--- src/rtl/mc_control_if.sv ---
// Bundle of the multicycle controller's datapath-facing signals.
// master = controller side, slave = datapath side.
interface mc_control_if;
  logic [5:0] opcode;
  logic       zero;
  logic       mem_ready;
  logic       PCWrite;
  logic       PCWriteCond;
  logic       IorD;
  logic       MemRead;
  logic       MemWrite;
  logic       IRWrite;
  logic       MemtoReg;
  logic       RegDst;
  logic       RegWrite;
  logic       ALUSrcA;
  logic [1:0] ALUSrcB;
  logic [1:0] ALUOp;
  logic [1:0] PCSource;
  logic [3:0] state;
  logic       illegal;

  modport master (
    input  opcode, zero, mem_ready,
    output PCWrite, PCWriteCond, IorD, MemRead, MemWrite, IRWrite,
           MemtoReg, RegDst, RegWrite, ALUSrcA, ALUSrcB, ALUOp, PCSource,
           state, illegal
  );

  modport slave (
    output opcode, zero, mem_ready,
    input  PCWrite, PCWriteCond, IorD, MemRead, MemWrite, IRWrite,
           MemtoReg, RegDst, RegWrite, ALUSrcA, ALUSrcB, ALUOp, PCSource,
           state, illegal
  );
endinterface

--- src/rtl/mc_control.sv ---
// Multicycle MIPS-style main control FSM (lw, sw, R-type, beq, j).
// Define MC_CONTROL_ADDI_EN to add the addi path (IEX -> IWB).
module mc_control (
  input  logic         clk,
  input  logic         rst_n,
  mc_control_if.master bus
);

  typedef enum logic [3:0] {
    FETCH  = 4'd0,
    DECODE = 4'd1,
    MEMADR = 4'd2,
    MEMRD  = 4'd3,
    MEMWB  = 4'd4,
    MEMWR  = 4'd5,
    REX    = 4'd6,
    RWB    = 4'd7,
    BEQ    = 4'd8,
`ifdef MC_CONTROL_ADDI_EN
    JMP    = 4'd9,
    IEX    = 4'd10,
    IWB    = 4'd11
`else
    JMP    = 4'd9
`endif
  } state_t;

  localparam logic [5:0] OP_RTYPE = 6'b000000;
  localparam logic [5:0] OP_LW    = 6'b100011;
  localparam logic [5:0] OP_SW    = 6'b101011;
  localparam logic [5:0] OP_BEQ   = 6'b000100;
  localparam logic [5:0] OP_J     = 6'b000010;
`ifdef MC_CONTROL_ADDI_EN
  localparam logic [5:0] OP_ADDI  = 6'b001000;
`endif

  state_t     state_q, state_d;
  logic [5:0] opcode_q, opcode_d;

  always_ff @(posedge clk or negedge rst_n) begin
    if (!rst_n) begin
      state_q  <= FETCH;
      opcode_q <= '0;
    end else begin
      state_q  <= state_d;
      opcode_q <= opcode_d;
    end
  end

  assign bus.state = state_q;

  // IRWrite/PCWrite are gated by rst_n so a held reset never commits a fetch.
  always_comb begin
    state_d         = state_q;
    opcode_d        = opcode_q;
    bus.PCWrite     = 1'b0;
    bus.PCWriteCond = 1'b0;
    bus.IorD        = 1'b0;
    bus.MemRead     = 1'b0;
    bus.MemWrite    = 1'b0;
    bus.IRWrite     = 1'b0;
    bus.MemtoReg    = 1'b0;
    bus.RegDst      = 1'b0;
    bus.RegWrite    = 1'b0;
    bus.ALUSrcA     = 1'b0;
    bus.ALUSrcB     = 2'b00;
    bus.ALUOp       = 2'b00;
    bus.PCSource    = 2'b00;
    bus.illegal     = 1'b0;

    case (state_q)
      FETCH: begin
        bus.MemRead = 1'b1;
        bus.ALUSrcB = 2'b01;
        if (bus.mem_ready) begin
          bus.IRWrite = rst_n;
          bus.PCWrite = rst_n;
          state_d     = DECODE;
        end
      end
      DECODE: begin
        bus.ALUSrcB = 2'b11;
        opcode_d    = bus.opcode;
        case (bus.opcode)
          OP_RTYPE:     state_d = REX;
          OP_LW, OP_SW: state_d = MEMADR;
          OP_BEQ:       state_d = BEQ;
          OP_J:         state_d = JMP;
`ifdef MC_CONTROL_ADDI_EN
          OP_ADDI:      state_d = IEX;
`endif
          default: begin
            state_d     = FETCH;
            bus.illegal = 1'b1;
          end
        endcase
      end
      // Routing uses the opcode captured in DECODE, not the live input.
      MEMADR: begin
        bus.ALUSrcA = 1'b1;
        bus.ALUSrcB = 2'b10;
        state_d     = (opcode_q == OP_LW) ? MEMRD : MEMWR;
      end
      MEMRD: begin
        bus.MemRead = 1'b1;
        bus.IorD    = 1'b1;
        if (bus.mem_ready) state_d = MEMWB;
      end
      MEMWB: begin
        bus.RegWrite = 1'b1;
        bus.MemtoReg = 1'b1;
        state_d      = FETCH;
      end
      MEMWR: begin
        bus.MemWrite = 1'b1;
        bus.IorD     = 1'b1;
        if (bus.mem_ready) state_d = FETCH;
      end
      REX: begin
        bus.ALUSrcA = 1'b1;
        bus.ALUOp   = 2'b10;
        state_d     = RWB;
      end
      RWB: begin
        bus.RegWrite = 1'b1;
        bus.RegDst   = 1'b1;
        state_d      = FETCH;
      end
      BEQ: begin
        bus.ALUSrcA     = 1'b1;
        bus.ALUOp       = 2'b01;
        bus.PCWriteCond = 1'b1;
        bus.PCSource    = 2'b01;
        state_d         = FETCH;
      end
      JMP: begin
        bus.PCWrite  = 1'b1;
        bus.PCSource = 2'b10;
        state_d      = FETCH;
      end
`ifdef MC_CONTROL_ADDI_EN
      IEX: begin
        bus.ALUSrcA = 1'b1;
        bus.ALUSrcB = 2'b10;
        state_d     = IWB;
      end
      IWB: begin
        bus.RegWrite = 1'b1;
        state_d      = FETCH;
      end
`endif
      default: state_d = FETCH;
    endcase
  end

endmodule

--- src/flat_wrapper.sv ---
// flat-port wrapper written by rule: the top's interface ports become plain ports
module mc_control_flat 
  (clk, rst_n, bus_opcode, bus_zero, bus_mem_ready, bus_PCWrite, bus_PCWriteCond, bus_IorD, bus_MemRead, bus_MemWrite, bus_IRWrite, bus_MemtoReg, bus_RegDst, bus_RegWrite, bus_ALUSrcA, bus_ALUSrcB, bus_ALUOp, bus_PCSource, bus_state, bus_illegal);
  mc_control_if bus_i ();
  input  logic clk;
  input  logic rst_n;
  input wire logic [$bits(bus_i.opcode)-1:0] bus_opcode;
  input wire logic [$bits(bus_i.zero)-1:0] bus_zero;
  input wire logic [$bits(bus_i.mem_ready)-1:0] bus_mem_ready;
  output wire logic [$bits(bus_i.PCWrite)-1:0] bus_PCWrite;
  output wire logic [$bits(bus_i.PCWriteCond)-1:0] bus_PCWriteCond;
  output wire logic [$bits(bus_i.IorD)-1:0] bus_IorD;
  output wire logic [$bits(bus_i.MemRead)-1:0] bus_MemRead;
  output wire logic [$bits(bus_i.MemWrite)-1:0] bus_MemWrite;
  output wire logic [$bits(bus_i.IRWrite)-1:0] bus_IRWrite;
  output wire logic [$bits(bus_i.MemtoReg)-1:0] bus_MemtoReg;
  output wire logic [$bits(bus_i.RegDst)-1:0] bus_RegDst;
  output wire logic [$bits(bus_i.RegWrite)-1:0] bus_RegWrite;
  output wire logic [$bits(bus_i.ALUSrcA)-1:0] bus_ALUSrcA;
  output wire logic [$bits(bus_i.ALUSrcB)-1:0] bus_ALUSrcB;
  output wire logic [$bits(bus_i.ALUOp)-1:0] bus_ALUOp;
  output wire logic [$bits(bus_i.PCSource)-1:0] bus_PCSource;
  output wire logic [$bits(bus_i.state)-1:0] bus_state;
  output wire logic [$bits(bus_i.illegal)-1:0] bus_illegal;
  assign bus_i.opcode = bus_opcode;
  assign bus_i.zero = bus_zero;
  assign bus_i.mem_ready = bus_mem_ready;
  assign bus_PCWrite = bus_i.PCWrite;
  assign bus_PCWriteCond = bus_i.PCWriteCond;
  assign bus_IorD = bus_i.IorD;
  assign bus_MemRead = bus_i.MemRead;
  assign bus_MemWrite = bus_i.MemWrite;
  assign bus_IRWrite = bus_i.IRWrite;
  assign bus_MemtoReg = bus_i.MemtoReg;
  assign bus_RegDst = bus_i.RegDst;
  assign bus_RegWrite = bus_i.RegWrite;
  assign bus_ALUSrcA = bus_i.ALUSrcA;
  assign bus_ALUSrcB = bus_i.ALUSrcB;
  assign bus_ALUOp = bus_i.ALUOp;
  assign bus_PCSource = bus_i.PCSource;
  assign bus_state = bus_i.state;
  assign bus_illegal = bus_i.illegal;
  mc_control u_core (.clk(clk), .rst_n(rst_n), .bus(bus_i));
endmodule
--- config.mk ---
export PLATFORM = sky130hd
export DESIGN_NAME = mc_control_flat
export DESIGN_NICKNAME = d
export VERILOG_FILES = /design/src/rtl/mc_control_if.sv /design/src/rtl/mc_control.sv /design/src/flat_wrapper.sv
export SDC_FILE = /design/constraint.sdc
export NUM_CORES = 1
export LEC_CHECK = 0
export CAP_MARGIN = 30
export CORE_MARGIN = 2
export CORE_UTILIZATION = 41
export DETAILED_ROUTE_END_ITERATION = 12
export MAX_ROUTING_LAYER = met4
export PLACE_DENSITY = 0.78
export SLEW_MARGIN = 40
export SYNTH_ARGS = -nofsm -noshare
export SYNTH_HDL_FRONTEND = slang
export SYNTH_SLANG_ARGS = --single-unit
--- constraint.sdc ---
create_clock -name clk -period 1.9 [get_ports clk]
set_clock_uncertainty 0.15 [all_clocks]
set_input_delay 0.285 -clock clk [delete_from_list [all_inputs] [get_ports clk]]
set_output_delay 0.285 -clock clk [all_outputs]
set_load 0.02 [all_outputs]
==> flow_metrics.env <==
export IMPL_outcome="finished with violations"
export IMPL_violations="negative setup slack"
export IMPL_die_w_um=46.79
export IMPL_drt_iter0_drc=11
export IMPL_hold_path_class="in -> reg"
export IMPL_min_period_ns=1.952
export IMPL_ioPinCount=31
export IMPL_yosysSeqAreaShare_pct=33.33
export IMPL_cp_end_kind="output port"
export IMPL_leakagePower_nw=0.6796
export IMPL_grt_max_degree=11
export IMPL_reg2reg_depth=5
export IMPL_place_inst=155
export IMPL_syn_nets=89
export IMPL_stdcell_count=163
export IMPL_min_path_cells=2
export IMPL_synthArstFlopShare_pct=100.0
export IMPL_drc=0
export IMPL_clk_latency_ns=0.26
export IMPL_worstPathRequired_ns=1.46
export IMPL_total_power_mw=1.019
export IMPL_avgSynthCellArea_um2=9.503
export IMPL_diodes=0
export IMPL_fin_setup_tns_ns=-0.09686
export IMPL_detail_route_wl_per_cell_um=13.15
export IMPL_synthesis_area_um2=750.7
export IMPL_hold_buffers=0
export IMPL_clock_sinks=10
export IMPL_area_growth_pct=75.83
export IMPL_tightest_slew_ns=0.3167
export IMPL_io_buffers=29
export IMPL_synthAdderAreaFrac_pct=0
export IMPL_fmax_mhz=512.3
export IMPL_cts_reportedPaths_clkPinSlew_ns=0.07
export IMPL_synth_top_family_by_area="simple AND/OR/NAND/NOR gates"
export IMPL_grt_overflow=0
export IMPL_netlist_top_cells_count="dfrtp_1, nor2_1, mux2_1"
export IMPL_dp_hpwl_mm=1.686
export IMPL_die_y_um=46.79
export IMPL_synth_simple_area_share_pct=37.67
export IMPL_drtAntennaViolNets=0
export IMPL_cp_arrival_ns=1.52
export IMPL_vdd_drop_max_v=0.0004983
export IMPL_critPathMaxStageDelay_ns=0.42
export IMPL_yosys_area_top_type="dfrtp_1"
export IMPL_clockBufferDepth=2
export IMPL_relSlewSlack_pct=78.62
export IMPL_drv_cap=0
export IMPL_synth_edf_count=0
export IMPL_hold_viol_final=0
export IMPL_vias=807
export IMPL_rows=15
export IMPL_switching_power_mw=0.3621
export IMPL_synth_xor_area_share_pct=2.333
export IMPL_nets=149
export IMPL_grt_pass1_wl_mm=3.291
export IMPL_worstPathCellList="or2_4 -> buf_6 -> nor2_8 -> o31ai_2 -> nor2_1 -> buf_4"
export IMPL_core_um2=1727
export IMPL_period_share_pct=102.7
export IMPL_postSynthCellCount=79
export IMPL_setup_viol_count_final=3
export IMPL_slew_viol_final=0
export IMPL_p_comb_share_pct=49.8
export IMPL_track_usage_pct=22.14
export IMPL_synth_compound_area_share_pct=12.33
export IMPL_die_area_um2=2189
export IMPL_dr_pass1_iters=4
export IMPL_netlist_area_leader_share_pct=33.33
export IMPL_synth_area_leaders="dfrtp_1, mux2_1, nor2_1"
export IMPL_setup_slack_ns=-0.05203
export IMPL_swShare_pct=35.56
export IMPL_ys_ff_latch=10
export IMPL_ys_warnings_count=0
export IMPL_cts_root_buf="clkbuf_4"
export IMPL_place_area_um2=1266
export IMPL_antenna_found_initial=0
export IMPL_seq_power_share_pct=31.5
export IMPL_startpoint_type="flop"
export IMPL_power_density_nw_per_um2=771.6
export IMPL_path_class="reg -> out"
export IMPL_fill_cells=140
export IMPL_avgViaCountPerCell=4.951
export IMPL_start_util_pct=43.48
export IMPL_grt_pass1_vias=801
export IMPL_gp_congestion=0.8095
export IMPL_synthMuxAreaShare_pct=9.000
export IMPL_htree_levels=1
export IMPL_drive_above_1_share_pct=52.17
export IMPL_crit_fanout=3
export IMPL_cts_buffers=3
export IMPL_internal_power_mw=0.6564
export IMPL_dp_slack_ns=-0.5684
export IMPL_crit_slowest_cell="dfrtp_1"
export IMPL_synth_flop_cell="dfrtp_1"
export IMPL_cts_tree="done"
export IMPL_design_area_um2=1320
export IMPL_routed_wl_mm=2.144
export IMPL_ys_types=35
export IMPL_rsz0062_at_grt="yes"
export IMPL_clock_power_share_pct=18.7
-- cells by family after synthesis --
family          Yosys count
simple gates             43
compound gates           11
flops                    10
buf+inv                   7
mux                       6
xor+xnor                  2
-- power by group through the flow --
stage	clock network (mW)	registers (mW)	logic (mW)
floorplan	0	0.330	0.266
global placement	0	0.320	0.484
detailed placement	0	0.325	0.498
CTS	0.191	0.321	0.490
global route	0.201	0.330	0.547
finish	0.190	0.321	0.508
-- placed cells by master (no fill, tap or decap), types with 2 or more instances in the layout --
master           netlist  routed
or2_4                  0       2
and2b_1                2       2
buf_2                  2       2
nand2_1                4       4
nor3_1                 4       2
mux2_1                 6       6
buf_6                  1       4
dfrtp_1               10      10
nor4b_2                2       2
inv_1                  2       2
buf_4                  1      36
o21ai_0                2       2
nand2b_1               4       4
clkbuf_2               0       6
or2_1                  4       2
dlymetal6s2s_1         0       5
nor2_2                 2       4
clkbuf_4               0       3
dlygate4sd2_1          0       2
nor2_1                10       8
nand3_1                2       2
clkdlybuf4s50_1        0       5
xnor2_1                2       2
-- metrics by stage --
stage | utilization (%) | hold slack (ns)
4_1_cts | 74.28 | 0.2337
3_3_place_gp | 73.33 | 0.3134
3_5_place_dp | 73.33 | 0.3257
2_1_floorplan | - | -0.1606
6_report | 76.45 | 0.1450
5_1_grt | 76.45 | 0.1701
-- repair_timing --
action,in CTS,in global routing
pin swaps,4,3
setup buffers,2,2
resized for setup,65,26
setup endpoints to repair,19,15
-- worst paths after layout --
kind                                     startpoint                   to  slack (ns)
worst min register to register   u_core.opcode_q[1]   u_core.opcode_q[1]        0.33
worst max register to register  u_core.bus.state[2]   u_core.opcode_q[4]        0.22
worst max-delay path            u_core.bus.state[2]          bus_illegal       -0.05
worst min-delay path                  bus_opcode[3]   u_core.opcode_q[3]        0.14
min in group asynchronous                     rst_n  u_core.bus.state[3]        0.23
max in group asynchronous                     rst_n   u_core.opcode_q[3]        1.22
-- critical path, delay by kind of cell (launching register included) --
kind | cells | cell delay, ns
and+or+nand+nor | 3 | 0.46
DFF | 1 | 0.42
buffers and inverters | 2 | 0.30
AOI/OAI and AO/OA | 1 | 0.08
-- layout make-up --
| type | count | area [um^2] | share of cell area (%) |
|---|---|---|---|
| Multi-Input combinational cell | 62 | 509.2 | 38.58 |
| Sequential cell | 10 | 250.2 | 18.96 |
| Clock buffer | 4 | 36.28 | 2.749 |
| Timing Repair Buffer | 60 | 485.5 | 36.78 |
| Tap cell | 25 | 31.28 | 2.370 |
| Inverter | 2 | 7.507 | 0.5687 |
-- metal layers --
layer	GRT usage, %	vias to the layer above	share of wire (%)	routed length (um)
li1	-	395	-	-
met1	22.44	367	37	801
met2	43.01	39	54	1149
met3	2.308	6	6.6	142
met4	7.778	0	2.4	51
met5	-	-	0	0
-- registers in the layout (all words and copies together), names as in the netlist --
| register | count |
|---|---|
| u_core.opcode_q | 6 |
| u_core.bus.state | 4 |
Note: power is estimated with default switching activity, not from simulation.
